`src/rtl/da_mult_arbiter.sv`:
```
// Round-robin front end for one shared pipelined DA multiplier: grants one request per cycle,
// registers its operands and returns each product to its owner through a tag pipeline.
module da_mult_arbiter #(
  parameter int unsigned NREQ  = 4,
  parameter int unsigned ASIZE = 8,
  parameter int unsigned BSIZE = 8,
  parameter int unsigned LAT   = 3
) (
  input  logic                          clock,
  input  logic                          rst,
  input  logic [NREQ-1:0]               req_valid,
  output logic [NREQ-1:0]               req_ready,
  input  logic [NREQ*ASIZE-1:0]         req_a,
  input  logic [NREQ*BSIZE-1:0]         req_b,
  output logic [NREQ-1:0]               rsp_valid,
  input  logic [NREQ-1:0]               rsp_ready,
  output logic [NREQ*(ASIZE+BSIZE)-1:0] rsp_data,
  output logic [ASIZE-1:0]              mul_a,
  output logic [BSIZE-1:0]              mul_b,
  input  logic [ASIZE+BSIZE-1:0]        mul_c,
  output logic                          busy
);

  localparam int unsigned IW = (NREQ > 1) ? $clog2(NREQ) : 1;
  localparam int unsigned PW = ASIZE + BSIZE;

  logic [NREQ-1:0]  pend_q, pend_d;
  logic [IW-1:0]    rr_ptr_q, rr_ptr_d;
  logic [NREQ-1:0]  grant;
  logic [IW-1:0]    grant_idx;
  logic             grant_any;
  logic [ASIZE-1:0] sel_a;
  logic [BSIZE-1:0] sel_b;

  // Entry 0 sits alongside mul_a/mul_b; entry LAT lines up with mul_c.
  logic [LAT:0]     tag_vld_q;
  logic [IW-1:0]    tag_idx_q [LAT+1];

  always_comb begin : arb
    int unsigned pos;
    pos       = 0;
    grant     = '0;
    grant_idx = '0;
    grant_any = 1'b0;
    for (int unsigned off = 0; off < NREQ; off++) begin
      pos = 32'(rr_ptr_q) + off;
      if (pos >= NREQ) pos = pos - NREQ;
      if (!grant_any && !rst && req_valid[pos[IW-1:0]] && !pend_q[pos[IW-1:0]]) begin
        grant_any              = 1'b1;
        grant[pos[IW-1:0]]     = 1'b1;
        grant_idx              = pos[IW-1:0];
      end
    end
  end

  always_comb begin : opsel
    sel_a = '0;
    sel_b = '0;
    for (int unsigned i = 0; i < NREQ; i++) begin
      if (grant[i]) begin
        sel_a = req_a[i*ASIZE +: ASIZE];
        sel_b = req_b[i*BSIZE +: BSIZE];
      end
    end
  end

  always_comb begin
    pend_d   = (pend_q & ~(rsp_valid & rsp_ready)) | grant;
    rr_ptr_d = rr_ptr_q;
    if (grant_any) begin
      rr_ptr_d = (grant_idx == IW'(NREQ - 1)) ? '0 : grant_idx + 1'b1;
    end
  end

  assign req_ready = grant;
  assign busy      = (|pend_q) | (|tag_vld_q);

  always_ff @(posedge clock or posedge rst) begin
    if (rst) begin
      pend_q    <= '0;
      rr_ptr_q  <= '0;
      mul_a     <= '0;
      mul_b     <= '0;
      tag_vld_q <= '0;
      for (int unsigned s = 0; s <= LAT; s++) tag_idx_q[s] <= '0;
      rsp_valid <= '0;
      rsp_data  <= '0;
    end else begin
      pend_q       <= pend_d;
      rr_ptr_q     <= rr_ptr_d;
      mul_a        <= sel_a;
      mul_b        <= sel_b;
      tag_vld_q[0] <= grant_any;
      tag_idx_q[0] <= grant_idx;
      for (int unsigned s = 1; s <= LAT; s++) begin
        tag_vld_q[s] <= tag_vld_q[s-1];
        tag_idx_q[s] <= tag_idx_q[s-1];
      end
      for (int unsigned j = 0; j < NREQ; j++) begin
        if (tag_vld_q[LAT] && tag_idx_q[LAT] == IW'(j)) begin
          rsp_valid[j]           <= 1'b1;
          rsp_data[j*PW +: PW]   <= mul_c;
        end else if (rsp_valid[j] && rsp_ready[j]) begin
          rsp_valid[j] <= 1'b0;
        end
      end
    end
  end

endmodule
```
`config.mk`:
```
export PLATFORM = sky130hd
export DESIGN_NAME = da_mult_arbiter
export DESIGN_NICKNAME = d
export VERILOG_FILES = /design/src/rtl/da_mult_arbiter.sv
export SDC_FILE = /design/constraint.sdc
export NUM_CORES = 1
export LEC_CHECK = 0
export CAP_MARGIN = 10
export CORE_MARGIN = 2
export CORE_UTILIZATION = 47
export DETAILED_ROUTE_END_ITERATION = 6
export PLACE_DENSITY_LB_ADDON = 0.15
export SETUP_SLACK_MARGIN = 0.2
export SYNTH_ARGS = -nofsm -noshare
export SYNTH_HDL_FRONTEND = slang
export SYNTH_SLANG_ARGS = --single-unit
```
`constraint.sdc`:
```
create_clock -name clock -period 10.26 [get_ports clock]
set_input_delay 2.052 -clock clock [delete_from_list [all_inputs] [get_ports clock]]
set_output_delay 2.052 -clock clock [all_outputs]
set_load 0.02 [all_outputs]
```
**After elaboration in Yosys (flattened, before gate mapping)**

Cells that the tools add are included.

- Word-level logic and storage cells: 144
- Output and inout bits: 89
- Flip-flop bits (word level): 102

- Eq/ne operators: 4
- Reductions and logical operators: 38
- Order comparisons: 12
- Muxes and demuxes: 57
- Add/sub/neg operators: 8
- Bitwise gates (word level): 8

Operators by type and width:

| kind | number |
|---|---|
| two-way mux 8 bit | 8 |
| two-way mux 1 bit | 24 |
| logical AND 1 bit | 23 |
| two-way mux 2 bit | 9 |
| binary-select mux 1 bit (select 2 bit) | 8 |
| two-way mux 4 bit | 4 |
| bitwise OR 4 bit | 4 |
| less-than comparator 2 x 3 -> 1 bit, second input constant | 4 |
| >= comparator 3 bit, second input constant | 3 |
| bitwise AND 4 bit | 2 |
| demux 1 bit (select 2 bit) | 4 |
| >= comparator 2 x 1 -> 1 bit, second input constant | 4 |
| logical NOT 1 bit | 8 |
| nonzero test 2 bit | 4 |
| OR reduction 4 bit | 2 |
| subtractor 2 x 1 -> 2 bit, second input constant | 4 |
| adder 2 x 2 -> 3 bit, second input constant | 2 |
| == test 2 bit, second input constant | 3 |
| inverter 4 bit | 1 |
| adder 2 x 1 -> 3 bit, second input constant | 1 |
| >= comparator 2 x 3 -> 1 bit, second input constant | 1 |
| adder 2 x 1 -> 2 bit, second input constant | 1 |
| == test 2 x 1 -> 1 bit, second input constant | 1 |
| logical NOT 2 bit | 1 |
| bitwise OR 1 bit | 1 |

**Longest topological paths before layout**

Gate-level depths: netlist of run 1.

- Depth after elaboration: 26
- Gate-level depth with buffers: 11

**Worst setup path after synthesis of run 1**

No wires, ideal clock.

- Kind: in2out
- Start: in rst
- End: out req_ready[2]
- Slack: 2.940 ns
- Stages: 4
- Arrival: 5.268 ns
- Data required time: 8.208 ns
- Path buffers: 1
- Cell sequence: inv_1 > o21ai_1 > clkbuf_1 > inv_1

- Longest elaborated chain between the ends: 19
- Elaborated cells on any way between the ends: 25

RTL lines:

| item | RTL line | text |
|---|---|---|
| from (decl) | 10 | `input logic rst,` |
| logical NOT 1 bit (no source line) (*) | -- |  |
| logical AND 1 bit (2 in a row) | 48 | `if (!grant_any && !rst && req_valid[pos[IW-1:0]] && !pend_q[pos[IW-1:0]]) begin` |
| two-way mux 1 bit | 48 |  |
| logical NOT 1 bit | 48 |  |
| logical AND 1 bit (3 in a row) | 48 |  |
| two-way mux 1 bit | 48 |  |
| logical NOT 1 bit | 48 |  |
| logical AND 1 bit (3 in a row) | 48 |  |
| two-way mux 1 bit | 48 |  |
| logical NOT 1 bit | 48 |  |
| logical AND 1 bit (3 in a row) | 48 |  |
| two-way mux 4 bit (*) | 48 |  |
| to (decl) | 12 | `output logic [NREQ-1:0] req_ready,` |

Mark *: on every way between the ends. The rest lies on a longest branch, timed or not.

**Worst setup path in the final report of run 1**

- Start: in req_valid[3]
- End: out req_ready[1]

- Longest elaborated chain between the ends: 20
- Elaborated cells on any way between the ends: 32

RTL lines:

| item | RTL line | text |
|---|---|---|
| from (decl) | 11 | `input logic [NREQ-1:0] req_valid,` |
| binary-select mux 1 bit (select 2 bit) | 48 |  |
| two-way mux 1 bit (implied by the code) | 48 |  |
| logical AND 1 bit (2 in a row) | 48 |  |
| two-way mux 1 bit | 48 |  |
| logical NOT 1 bit | 48 |  |
| logical AND 1 bit (3 in a row) | 48 |  |
| two-way mux 1 bit | 48 |  |
| logical NOT 1 bit | 48 |  |
| logical AND 1 bit (3 in a row) | 48 |  |
| two-way mux 1 bit | 48 |  |
| logical NOT 1 bit | 48 |  |
| logical AND 1 bit (3 in a row) | 48 |  |
| two-way mux 4 bit (*) | 48 |  |

Mark *: on every way between the ends. The rest lies on a longest branch, timed or not. The select of a mux whose other input is x is not followed.

==> flow_metrics.env, run 1 <==
export IMPL_cp_slowest_cell="a21oi_1"
export IMPL_grtUsageMet3_pct=4.678
export IMPL_slew_headroom_pct=27.37
export IMPL_root_buffer="clkbuf_8"
export IMPL_coreArea_um2=9639
export IMPL_seq_area_frac_synth_pct=55.34
export IMPL_drt_total_wl_um=11990
export IMPL_grtUsageTotal_pct=22.28
export IMPL_crit_type="in -> out"
export IMPL_r2r_slack_ns=6.47
export IMPL_min_to="tag_idx_q[5]$_DFF_PP0_"
export IMPL_dieArea_um2=10620
export IMPL_synth_net_count=483
export IMPL_ctsResizeCount=0
export IMPL_yosysMostFrequentCell="dfrtp_1"
export IMPL_grt_busiest_layer="met2"
export IMPL_cts_path_max_buffers=2
export IMPL_hold_depth=0
export IMPL_synth_top_area_share_pct=55.34
export IMPL_fin_nets=662
export IMPL_fmax_mhz=129.8
export IMPL_synth_area_top_cells="dfrtp_1, mux2_2, o21ai_0"
export IMPL_synth_top_area_cell="dfrtp_1"
export IMPL_synth_seq_cells=102
export IMPL_cp_start_kind="input pin"
export IMPL_path_clk_slew_ns=0.09
export IMPL_reg2reg_depth=8
export IMPL_ys_async_sr_fraction_pct=100.0
export IMPL_drc=0
export IMPL_place_gp_congestion=1.009
export IMPL_required_ns=8.21
export IMPL_hold_class="reg -> reg"
export IMPL_yosys_warnings=0
export IMPL_wl_per_cell_um=16.98
export IMPL_rr_endpoint="mul_b[5]$_DFF_PP0_"
export IMPL_max_slew_worst_pin_slew_ns=1.089
export IMPL_die_x_um=103.1
export IMPL_via_count=3792
export IMPL_insertion_delay_ns=0.36
export IMPL_finalCriticalPeriod_ns=7.702
export IMPL_grt_pass1_vias=3763
export IMPL_synth_edff_count=0
export IMPL_startpoint="req_valid[3]"
export IMPL_cts_tree="done"
export IMPL_cp_common_cell="clkdlybuf4s50_1"
export IMPL_syn_inst=389
export IMPL_outcome="completed"
export IMPL_crit_fanout=18
export IMPL_die_height_um=103.1
export IMPL_antenna_found_initial=0
export IMPL_grt_use_met2_pct=37.86
export IMPL_end_kind="output pin"
export IMPL_grt_met1_usage_pct=27.69
export IMPL_syn_avg_cell_area_um2=11.86
export IMPL_area_growth_pct=46.47
export IMPL_ir_drop_uv=123.2
export IMPL_path_cells="clkdlybuf4s50_1 > or3b_1 > o22ai_1 > nand4_1 > a21oi_1 > or2_1 > clkdlybuf4s50_1"
export IMPL_dr_pass1_iters=4
export IMPL_hold_buffers=0
export IMPL_hold_violations=0
export IMPL_dpl_hpwl_um=8811
export IMPL_fin_crit_sh_pct=75.07
export IMPL_arrival_ns=5.65
export IMPL_finalSetupViolCount=0
export IMPL_antennaDiodeCount=0
export IMPL_h_tree_depth=3
export IMPL_globalRoute_totalOverflow=0
export IMPL_synth_common_cells="dfrtp_1, mux2_2, o21ai_0"
export IMPL_fin_util_pct=70.08
export IMPL_drt_iter0_markers=111
export IMPL_skew_ns=0.01109
export IMPL_port_buffers=178
export IMPL_grt_max_degree=97
export IMPL_hold_start="tag_idx_q[7]$_DFF_PP0_"
export IMPL_drive_gt1_share_pct=16.58
export IMPL_cap_viol_max_count=0
export IMPL_cts_setup_buffers=0
export IMPL_cts_buffers=9
export IMPL_netlist_area_um2=4612
export IMPL_grt_first_pass_wirelength_um=18200
export IMPL_p_leak_nw=2.842
export IMPL_postRouteAntennaNets=0
export IMPL_synth_ff_type="dfrtp_1"
export IMPL_cts_sink_count=102
export IMPL_vias_per_cell=5.371
export IMPL_max_stage_delay_ns=0.91
export IMPL_grt_setup_unrepaired="false"
export IMPL_finalMaxSlewViolations=0
export IMPL_row_count=36
export IMPL_num_io_pins=179
export IMPL_synth_cell_types=49
export IMPL_tns_ns=0
export IMPL_initial_utilization_pct=47.85
export IMPL_powerDensity_nw_per_um2=306.4
==> how the worst max path moves through the flow <==
stage	to	slack (ns)	cells after the start
floorplan	req_ready[2]	2.94	4
finish	req_ready[1]	2.56	7
detailed placement	req_ready[1]	2.63	7
global placement	req_ready[1]	2.80	7
CTS	req_ready[1]	2.67	7
global route	req_ready[1]	2.37	7
==> logic make-up after synthesis <==
group | synth area share, %
flip-flops | 55.34
buffers and inverters | 4.123
adder cells (fa/ha/maj) | 1.085
multiplexers | 17.31
AND/OR/NAND/NOR | 7.895
XOR/XNOR | 0.3799
AO/OA/AOI/OAI | 13.86
==> registers in the layout (all words and copies together) (netlist names), named ones only <==
| signal | count |
|---|---|
| mul_a | 8 |
| mul_b | 8 |
| pend_q | 4 |
| rr_ptr_q | 1 |
| rsp_data | 64 |
| rsp_valid | 4 |
| tag_idx_q | 8 |
| tag_vld_q | 4 |
==> layer usage <==
metal | vias to the layer above | part of all wire, %
met1 | 1816 | 41
met4 | 0 | 2.7
met3 | 28 | 7.2
met2 | 189 | 49
li1 | 1759 | -
met5 | - | 0
==> metrics by stage <==
| stage | total power, W | std cells | instance area [um^2] | hold slack, ns | setup slack (ns) |
|---|---|---|---|---|---|
| 6_report | 0.002070 | 706 | 6755 | 0.3557 | 2.558 |
| 5_1_grt | 0.002194 | 706 | 6755 | 0.3627 | 2.375 |
| 4_1_cts | 0.002080 | 705 | 6728 | 0.3560 | 2.669 |
| 3_5_place_dp | 0.001824 | 689 | 6524 | 0.3347 | 2.633 |
| 3_3_place_gp | 0.001796 | 689 | 6524 | 0.3322 | 2.797 |
| 2_1_floorplan | 0.001336 | 389 | 4612 | 0.3312 | 2.940 |
==> final cells by class <==
type	instances	area (um^2)
fillers	736	2884
multi-input cells	242	1878
inverters	30	115.1
flip-flops and latches	102	2552
clock inverters	7	80.08
well taps	133	166.4
repair buffers	183	1839
clock buffers	9	123.9
==> cells in the final DEF (no fill, tap or decap), types with 2 or more instances in the layout <==
cell / n
o21ai_0: 37
nor2_1: 3
mux4_2: 3
nor4_1: 2
inv_1: 27
mux2_2: 64
nor2b_1: 3
clkdlybuf4s50_1: 178
a21oi_1: 4
a31oi_1: 5
nand3_1: 4
nand4_1: 2
dfrtp_1: 102
nor3_1: 3
nor4b_1: 2
buf_4: 4
clkbuf_8: 9
xnor2_1: 2
a21o_1: 4
nand2_1: 34
o21ai_1: 17
o211ai_1: 2
ha_1: 4
o2111ai_1: 2
nand2b_1: 4
nand3b_1: 3
o311a_1: 16
o31ai_1: 3
clkinv_4: 2
==> worst max-delay path, delay by kind of cell <==
kind | cells | cell delay, ns
buffers and inverters | 2 | 1.26
AO/OA/AOI/OAI | 2 | 1.07
AND/OR/NAND/NOR | 3 | 1.28
==> power breakdown <==
group | internal [W] | switching (W)
sequential | 0.000586 | 0.000108
clock | 0.000116 | 0.000140
combinational | 0.000557 | 0.000563
total | 0.00126 | 0.000811
(Power assumes the default switching activity.)
==> inputs of run 2 (changes only) <==
CORE_UTILIZATION = 40   (was 47)
clock period = 6.9 ns   (was 10.26 ns; I/O delays follow)
==> flow_metrics.env, run 2 (same netlist as run 1, synthesis figures left out) <==
export IMPL_largest_reg_flops=64
export IMPL_crit_type="in -> out"
export IMPL_arrival_ns=4.19
export IMPL_grt_busiest_layer="met2"
export IMPL_row_count=39
export IMPL_tns_ns=0
export IMPL_insertion_delay_ns=0.34
export IMPL_powerDensity_nw_per_um2=465.2
export IMPL_grt_setup_unrepaired="false"
export IMPL_ir_drop_uv=261.1
export IMPL_grt_use_met2_pct=33.78
export IMPL_drive_gt1_share_pct=17.16
export IMPL_port_buffers=178
export IMPL_cp_start_kind="input pin"
export IMPL_dpl_hpwl_um=9142
export IMPL_design_area_um2=6859
export IMPL_place_gp_congestion=0.8795
export IMPL_outcome="completed"
export IMPL_cts_path_max_buffers=2
export IMPL_fin_nets=666
export IMPL_regMostFlops="rsp_data"
export IMPL_finalCriticalPeriod_ns=5.569
export IMPL_area_growth_pct=48.72
export IMPL_required_ns=5.52
export IMPL_finalNonFillerCells=720
export IMPL_dr_pass1_iters=5
export IMPL_place_inst=704
export IMPL_drt_iter0_markers=258
export IMPL_vias_per_cell=5.297
export IMPL_cts_setup_buffers=0
export IMPL_cap_viol_max_count=0
export IMPL_cts_buffers=9
export IMPL_grt_max_degree=55
export IMPL_fin_crit_sh_pct=80.71
export IMPL_initial_utilization_pct=40.74
export IMPL_hold_buffers=0
export IMPL_antenna_found_initial=0
export IMPL_globalRoute_totalOverflow=0
export IMPL_root_buffer="clkbuf_16"
export IMPL_crit_fanout=18
export IMPL_postRouteAntennaNets=0
export IMPL_end_kind="output pin"
export IMPL_coreArea_um2=11320
export IMPL_skew_ns=0.005963
export IMPL_die_x_um=111.4
export IMPL_drc=0
export IMPL_drt_total_wl_um=12140
export IMPL_die_height_um=111.4
export IMPL_cts_tree="done"
export IMPL_finalMaxSlewViolations=0
export IMPL_layout_commonest_cell="clkdlybuf4s50_1"
export IMPL_grtUsageTotal_pct=20.34
export IMPL_grtUsageMet3_pct=6.859
export IMPL_grt_first_pass_wirelength_um=20270
export IMPL_slew_headroom_pct=32.62
export IMPL_finalSetupViolCount=0
export IMPL_dpl_instance_area_um2=6574
export IMPL_hold_class="reg -> reg"
export IMPL_grt_pass1_vias=3950
export IMPL_fmax_mhz=179.6
export IMPL_layout_common_cells="clkdlybuf4s50_1, dfrtp_1, mux2_2"
export IMPL_wl_per_cell_um=16.86
export IMPL_cts_sink_count=102
export IMPL_dieArea_um2=12400
export IMPL_antennaDiodeCount=0
export IMPL_max_slew_worst_pin_slew_ns=1.008
export IMPL_h_tree_depth=3
export IMPL_hold_violations=0
export IMPL_grt_met1_usage_pct=24.52
export IMPL_path_clk_slew_ns=0.06
export IMPL_via_count=3814
export IMPL_p_leak_nw=2.899
export IMPL_ctsResizeCount=0
export IMPL_num_io_pins=179
==> run 2: cell types whose count changed in the layout (fill, tap and decap cells not counted) <==
cell / delta
clkbuf_16: +9
clkbuf_8: -7
buf_4: +5
clkinv_2: +2
buf_16: -1
bufinv_16: -1
clkinv_4: -1
clkinvlp_4: -1
inv_8: -1
==> run 2: path summary, 6_finish.rpt <==
kind,from,endpoint,slack [ns],cells after the start
worst max-delay path,req_valid[1],req_ready[3],1.33,10
worst min-delay path,tag_idx_q[7]$_DFF_PP0_,tag_idx_q[5]$_DFF_PP0_,0.35,0
worst max register to register,register,mul_a[1]$_DFF_PP0_,3.38,10
worst min register to register,tag_idx_q[7]$_DFF_PP0_,tag_idx_q[5]$_DFF_PP0_,0.35,0
max in group asynchronous,rst,rsp_data[43]$_DFFE_PP0P_,4.09,3
min in group asynchronous,rst,rsp_data[0]$_DFFE_PP0P_,1.70,2
==> run 2: power by group <==
part / internal, W / total [W] / leakage, nW / switching [W]
clock network: 0.000264 / 0.000481 / 0.146 / 0.000216
registers: 0.000873 / 0.00103 / 1.24 / 0.000160
logic: 0.000841 / 0.00168 / 1.52 / 0.000836
==> run 2: stage by stage <==
stage | setup WS [ns] | utilization [%] | hold slack (ns) | total power [W]
after floorplan | 0.9236 | - | 0.3312 | 0.001987
after global placement | 1.279 | 58.07 | 0.3315 | 0.002711
after detailed placement | 1.360 | 58.07 | 0.3403 | 0.002729
after CTS | 1.331 | 60.59 | 0.3551 | 0.003219
after global routing | 1.168 | 60.59 | 0.3639 | 0.003385
final | 1.331 | 60.59 | 0.3509 | 0.003191
==> run 2: routing by layer <==
| metal | share of wire [%] | vias up | routed length, um |
|---|---|---|---|
| li1 | - | 1773 | - |
| met1 | 41 | 1833 | 4947 |
| met2 | 48 | 185 | 5804 |
| met3 | 8.9 | 23 | 1079 |
| met4 | 2.6 | 0 | 311 |
| met5 | 0 | - | 0 |
==> run 2: area by class of cell <==
class / instances / area, um^2
multi-input combinational: 242 / 1878
sequential: 102 / 2552
clock buffer: 11 / 252.7
inverter: 30 / 115.1
clock inverter: 5 / 32.53
timing repair buffer: 187 / 1849
tap: 143 / 178.9
fill: 947 / 4462
==> run 2: critical path: stages <==
cell and delay, ns:
clkdlybuf4s50_1 0.52, nand2b_1 0.14, mux4_2 0.51, nor4b_1 0.26
o31ai_1 0.12, a21o_1 0.18, buf_4 0.18, clkinv_1 0.05
buf_4 0.21, clkdlybuf4s50_1 0.64
==> inputs of run 3 (changes only) <==
CORE_UTILIZATION = 44   (was 40)
clock period = 5.45 ns   (was 6.9 ns; I/O delays follow)
==> flow_metrics.env, run 3 (same netlist as run 1, synthesis figures left out) <==
export IMPL_drive_gt1_share_pct=17.30
export IMPL_r2r_slack_ns=1.96
export IMPL_port_buffers=178
export IMPL_h_tree_depth=3
export IMPL_arrival_ns=3.72
export IMPL_fmax_mhz=207.8
export IMPL_die_height_um=106.4
export IMPL_grt_max_degree=56
export IMPL_end_kind="output pin"
export IMPL_antenna_found_initial=0
export IMPL_design_area_um2=6773
export IMPL_grt_first_pass_wirelength_um=19590
export IMPL_ir_drop_uv=241.4
export IMPL_cts_sink_count=102
export IMPL_required_ns=4.36
export IMPL_grt_pass1_vias=3928
export IMPL_cp_start_kind="input pin"
export IMPL_cts_buffers=9
export IMPL_wl_per_cell_um=16.98
export IMPL_slew_headroom_pct=36.08
export IMPL_largest_reg_flops=64
export IMPL_dpl_hpwl_um=9239
export IMPL_outcome="completed"
export IMPL_fin_total_pwr_w=0.003899
export IMPL_layout_common_cells="clkdlybuf4s50_1, dfrtp_1, mux2_2"
export IMPL_num_io_pins=179
export IMPL_cts_tree="done"
export IMPL_die_x_um=106.4
export IMPL_cap_viol_max_count=0
export IMPL_grtUsageTotal_pct=22.11
export IMPL_dr_pass1_iters=4
export IMPL_finalMaxSlewViolations=0
export IMPL_root_buffer="clkbuf_8"
export IMPL_area_growth_pct=46.85
export IMPL_antennaDiodeCount=0
export IMPL_hold_depth=0
export IMPL_regMostFlops="rsp_data"
export IMPL_finalSetupViolCount=0
export IMPL_hold_class="reg -> reg"
export IMPL_globalRoute_totalOverflow=0
export IMPL_drt_total_wl_um=12130
export IMPL_via_count=3793
export IMPL_startpoint="req_valid[3]"
export IMPL_grt_setup_unrepaired="false"
export IMPL_tns_ns=0
export IMPL_ctsResizeCount=0
export IMPL_rr_endpoint="mul_a[6]$_DFF_PP0_"
export IMPL_fin_ws_ns=0.6384
export IMPL_postRouteAntennaNets=0
export IMPL_finalCriticalPeriod_ns=4.812
export IMPL_reg2reg_depth=10
export IMPL_dieArea_um2=11320
export IMPL_min_to="tag_idx_q[5]$_DFF_PP0_"
export IMPL_initial_utilization_pct=45.08
export IMPL_p_leak_nw=2.854
export IMPL_path_clk_slew_ns=0.09
export IMPL_hold_violations=0
export IMPL_max_slew_worst_pin_slew_ns=0.9559
export IMPL_place_gp_congestion=0.8779
export IMPL_row_count=37
export IMPL_cts_path_max_buffers=2
export IMPL_drt_iter0_markers=167
export IMPL_place_ws_ns=0.6694
export IMPL_cts_setup_buffers=0
export IMPL_crit_fanout=17
export IMPL_crit_type="in -> out"
export IMPL_hold_buffers=0
export IMPL_powerDensity_nw_per_um2=575.6
export IMPL_layout_commonest_cell="clkdlybuf4s50_1"
export IMPL_skew_ns=0.01794
export IMPL_coreArea_um2=10230
export IMPL_dpl_instance_area_um2=6574
export IMPL_drc=0
export IMPL_hold_start="tag_idx_q[7]$_DFF_PP0_"
export IMPL_fin_crit_sh_pct=88.29
export IMPL_insertion_delay_ns=0.36
export IMPL_fin_nets=667
export IMPL_vias_per_cell=5.312
-- run 3: final cells by class --
type                            count  area, um^2
Multi-Input combinational cell    242        1878
Tap cell                          136       170.2
Clock buffer                       11       151.4
Timing Repair Buffer              188        1857
Sequential cell                   102        2552
Fill cell                         816        3458
Inverter                           30       116.4
Clock inverter                      5       47.55
-- run 3: critical path: stages --
cell and delay [ns]:
clkdlybuf4s50_1 0.51, nand2b_1 0.13, o31ai_1 0.63, o2111ai_1 0.25, a21oi_2 0.16, buf_4 0.19, or2_1 0.15, clkdlybuf4s50_1 0.61
-- run 3: how the worst max path moves through the flow --
stage | slack [ns] | cells past startpoint | endpoint
after floorplan | 0.63 | 6 | req_ready[0]
after global placement | 0.65 | 8 | req_ready[1]
after detailed placement | 0.67 | 8 | req_ready[1]
after CTS | 0.64 | 8 | req_ready[3]
after global routing | 0.42 | 8 | req_ready[1]
final | 0.64 | 8 | req_ready[1]
-- run 3: through the flow --
step	cells	hold slack [ns]	util, %
after floorplan	389	0.3312	-
after detailed placement	698	0.3365	64.25
after global routing	714	0.3631	66.20
after global placement	698	0.3322	64.25
final	714	0.3559	66.20
after CTS	714	0.3624	66.20
-- run 3: metal layers --
layer  vias to the layer above  global-route usage (%)  wire length (um)
met2                       176                   38.64              6046
met3                        18                   4.844               926
met4                         0                   9.117               266
met1                      1825                   26.34              4887
met5                         -                       0                 0
li1                       1774                       -                 -
-- run 3: power breakdown --
part	internal [W]	total [W]	switching (W)
Sequential	0.00110	0.00131	0.000211
Combinational	0.00107	0.00212	0.00105
Clock	0.000200	0.000470	0.000269
